[src/rtl/uart_pkg.sv]
// Shared definitions for the UART transmit path: default payload width and parity-type encodings.
package uart_pkg;

   localparam int DATA_WIDTH_DEF = 8;

   localparam logic PAR_TYP_EVEN = 1'b0;
   localparam logic PAR_TYP_ODD  = 1'b1;

   typedef enum logic {
      PAR_EVEN = PAR_TYP_EVEN,
      PAR_ODD  = PAR_TYP_ODD
   } par_typ_e;

endpackage

[src/rtl/uart_parity_calc.sv]
// Registered parity of a UART payload, captured on a load strobe and held until the next load.
module uart_parity_calc
   import uart_pkg::*;
#(
   parameter int DATA_WIDTH = DATA_WIDTH_DEF
) (
   input  logic                  clk,
   input  logic                  rst,
   input  logic                  i_load,
   input  logic [DATA_WIDTH-1:0] i_data,
   input  logic                  i_par_typ,
   output logic                  o_par_bit
);

   logic r_par;
   logic w_par_next;

   // Odd parity is the even-parity bit inverted.
   assign w_par_next = (^i_data) ^ (i_par_typ == PAR_TYP_ODD);

   always_ff @(posedge clk or negedge rst) begin
      if (!rst) begin
         r_par <= 1'b0;
      end else if (i_load) begin
         r_par <= w_par_next;
      end
   end

   assign o_par_bit = r_par;

endmodule

[src/rtl/uart_tx_serializer.sv]
// UART payload serializer: captures a word on Data_Valid and shifts it out LSB first under ser_en.
// Build option: define UART_TX_PARITY_EN to include the parity register; otherwise par_bit is tied to 0.
module uart_tx_serializer
   import uart_pkg::*;
#(
   parameter int DATA_WIDTH = DATA_WIDTH_DEF
) (
   input  logic                  clk,
   input  logic                  rst,
   input  logic [DATA_WIDTH-1:0] P_DATA,
   input  logic                  Data_Valid,
   input  logic                  PAR_TYP,
   input  logic                  ser_en,
   output logic                  ser_data,
   output logic                  ser_done,
   output logic                  par_bit
);

   localparam int CNT_W = (DATA_WIDTH > 1) ? $clog2(DATA_WIDTH) : 1;
   localparam logic [CNT_W-1:0] LAST_CNT = CNT_W'(DATA_WIDTH - 1);

   logic [DATA_WIDTH-1:0] r_shift;
   logic [CNT_W-1:0]      r_cnt;
   logic                  r_active;

   logic w_load;
   logic w_shift;
   logic w_last;

   // A new word is accepted only between frames, never while the controller is shifting.
   assign w_load  = Data_Valid & ~ser_en & ~r_active;
   assign w_shift = ser_en & r_active;
   assign w_last  = w_shift & (r_cnt == LAST_CNT);

   always_ff @(posedge clk or negedge rst) begin
      if (!rst) begin
         r_shift  <= '0;
         r_cnt    <= '0;
         r_active <= 1'b0;
      end else if (w_load) begin
         r_shift  <= P_DATA;
         r_cnt    <= '0;
         r_active <= 1'b1;
      end else if (w_shift) begin
         r_shift <= {1'b0, r_shift[DATA_WIDTH-1:1]};
         if (w_last) begin
            r_cnt    <= '0;
            r_active <= 1'b0;
         end else begin
            r_cnt <= r_cnt + 1'b1;
         end
      end
   end

   assign ser_data = r_shift[0];
   assign ser_done = w_last;

`ifdef UART_TX_PARITY_EN
   uart_parity_calc #(
      .DATA_WIDTH (DATA_WIDTH)
   ) u_parity (
      .clk       (clk),
      .rst       (rst),
      .i_load    (w_load),
      .i_data    (P_DATA),
      .i_par_typ (PAR_TYP),
      .o_par_bit (par_bit)
   );
`else
   logic w_unused_par_typ;
   assign w_unused_par_typ = PAR_TYP;
   assign par_bit          = 1'b0;
`endif

endmodule

[config.mk]
export PLATFORM = sky130hd
export DESIGN_NAME = uart_tx_serializer
export DESIGN_NICKNAME = d
export VERILOG_FILES = /design/src/rtl/uart_pkg.sv /design/src/rtl/uart_parity_calc.sv /design/src/rtl/uart_tx_serializer.sv
export SDC_FILE = /design/constraint.sdc
export NUM_CORES = 1
export LEC_CHECK = 0
export CORE_MARGIN = 2
export CORE_UTILIZATION = 40
export DETAILED_ROUTE_END_ITERATION = 10
export PLACE_DENSITY_LB_ADDON = 0.2
export SYNTH_ARGS = -nofsm -noshare
export SYNTH_HDL_FRONTEND = slang
export SYNTH_SLANG_ARGS = --single-unit
[constraint.sdc]
create_clock -name clk -period 1.9 [get_ports clk]
set_input_delay 0.57 -clock clk [delete_from_list [all_inputs] [get_ports clk]]
set_output_delay 0.57 -clock clk [all_outputs]
set_load 0.02 [all_outputs]
==> out/qor.csv <==
metric,value,unit
status,"complete, no violations",
post-route cell area,947,um^2
Ys Warns,0,
Seq pwr share,33.7,%
diodes inserted,0,
Worst-Skew Late Latency,0.27,ns
Switching Fraction,33.9,%
pre-CTS setup slack,-0.468,ns
setup violators final,0,
FF-to-FF path depth,5,
combinational share of power,49.7,%
Die W,46.3,um
RSZ-0062 raised after global routing,yes,
num rows,15,
Reg-to-Reg End,r_cnt[0],
"Distinct cells, synth",24,
post-synth net total,86,
top cell type's share of synthesized area,42.0,%
top cell type by total area after synthesis,dfrtp_1,
register area share after synthesis,42.0,%
synth top area cells,"dfrtp_1 (42%), mux2_2 (11%), mux2i_1 (9.8%), nand2_1 (5.2%), o21ai_0 (4.9%)",
Placed Area,877,um^2
CTS Hold Bufs,0,
H-tree Lvls,1,
Crit Path Max Fanout,2,
# IOs,16,
CTS tree,yes,
GP Congestion,0.703,
die height,46.3,um
Clock Tree Buf Depth,2,
Clk pwr share,16.6,%
Post-synth ARST share,100,%
Initial Util,41.9,%
fin crit period,1.87,ns
fill cell count,154,
vias in the first global route,498,
setup TNS,0,ns
Pre-antenna DRT Iters,4,
global route overflow,0,
Worst path max stage delay,0.39,ns
syn_area_per_cell,10.1,um^2
Synth Register Bits,12,
"Cell Count, Final, Fillers Out",116,
Worst Setup End Kind,primary output,
area of the core,0.00171,mm^2
fmax,0.535,GHz
top-count cell post-synth,dfrtp_1,
Seq. cell area,300,um^2
CP startpoint,r_cnt[0],
skew final,0.000247,ns
initial antenna violation count,0,
die area,0.00214,mm^2
Reg2Reg Setup Slack,0.41,ns
WP data required,1.33,ns
synthesis-to-finish area growth,32.3,%
Commonest cells post-synth,"dfrtp_1 (12), nand2_1 (10), mux2_2 (7), mux2i_1 (7), o21ai_0 (7)",
pin count of the biggest net entering global routing,24,
Syn Std Cell Area,716,um^2
switching power total,0.426,mW
Post-synth top flop,dfrtp_1,
"EDFF count, synth",0,
"IR drop worst, VDD",770,uV
CP max-delay cell,dfrtp_1,
"Slew Viols, Final",0,
share of layout cells above drive strength 1,28.6,%
total clock sinks,12,
CTS Root Cell,clkbuf_4,
leakage power,0.458,nW
synthesized netlist cell count,71,
Worst EP arrival,1.30,ns
nets,107,
total track usage,14.3,%
crit path cell chain,"ha_2, ha_4, and3_4, buf_6",
"Largest delay share family, worst path",flip-flops,
first-pass GRT wire length,2140,um
Min-Delay Path Class,in2async,
Worst R2R Start,r_cnt[0],
critical path class,reg2out,
Critical path buffers and inverters,1,
Buffers on Ports,13,
Final period util,98.4,%
DRC viols,0,
CTS clock-pin slew for the worst setup and hold paths,0.08,ns
Fin. Hold Viols,0,
multi-input logic area,378,um^2
total CTS buffers,3,
vias post-DR,544,
Vias/cell,4.69,
P_int,0.832,mW
final wirelength,1320,um
fin worst setup slack,0.0297,ns
hpwl dp,871,um
DR WL/cell,11.4,um
DR iter-0 viols,6,
Setup crit start kind,register,
ANT nets after route,0,
Final Core Density,55.5,%
pwr dens,1330,mW/mm^2
max capacitance violation total,0,
dpl cells,110,
==> cells by family (layout without fill, tap and decap cells) <==
kind of cell / Yosys count / in the layout / share of synthesized area, %
adders and majority gates: 2 / 2 / 3.50
DFF: 12 / 12 / 42.0
buffers and inverters: 7 / 27 / 7.87
muxes: 14 / 14 / 20.8
and+or+nand+nor: 20 / 20 / 13.8
AOI/OAI and AO/OA: 15 / 15 / 11.5
other: 1 / 1 / 0.524
==> flip-flops by register name, summed over array words and instances (netlist names) <==
register  cells
r_active      1
r_cnt         3
r_shift       8
==> through the flow <==
step                      total power, mW  hold WS [ns]
after global placement              0.978         0.542
after CTS                            1.23         0.590
after global routing                 1.35         0.615
final                                1.26         0.586
after detailed placement            0.991         0.558
after floorplan                     0.840         0.274
==> layout by cell type, fill, tap and decap left out, drive strengths merged, types with 2 or more instances in the layout <==
cell type	n
a21oi	3
mux2	7
mux2i	7
clkdlybuf4s50	11
o21ai	7
dfrtp	12
nand2	10
o22ai	3
buf	10
clkbuf	4
ha	2
nor2	4
==> area by class of cell <==
cell class	count	share of cell area (%)
clock buffer	4	3.83
inverter	1	0.396
multi-input combinational	52	39.9
sequential	12	31.7
tap	25	3.30
timing repair buffer	22	20.9
==> how the worst max path moves through the flow <==
stage / end / cells past startpoint
6_report: ser_done / 4
5_1_grt: ser_done / 4
4_1_cts: ser_done / 4
3_5_place_dp: ser_done / 3
3_3_place_gp: ser_done / 3
2_1_floorplan: ser_done / 2
==> timing repair <==
item | in CTS | in global routing
gates resized for setup | 9 | 2
setup buffers | 1 | 1
pin swaps | 0 | 0
endpoints found under the hold margin | 0 | 0
setup endpoints to repair | 1 | 1
==> metal layers <==
layer	wire length (um)	track usage, %	vias to the layer above
met5	0	0	-
met4	14	6.86	0
met3	40	2.35	2
met2	559	20.8	10
met1	705	20.3	242
li1	-	-	290
==> power by group through the flow <==
stage	sequential (mW)	combinational, mW	clock [mW]
finish	0.424	0.625	0.209
global route	0.435	0.689	0.224
CTS	0.419	0.593	0.216
detailed placement	0.423	0.568	0
global placement	0.418	0.560	0
floorplan	0.426	0.414	0
(Power assumes the default switching activity.)
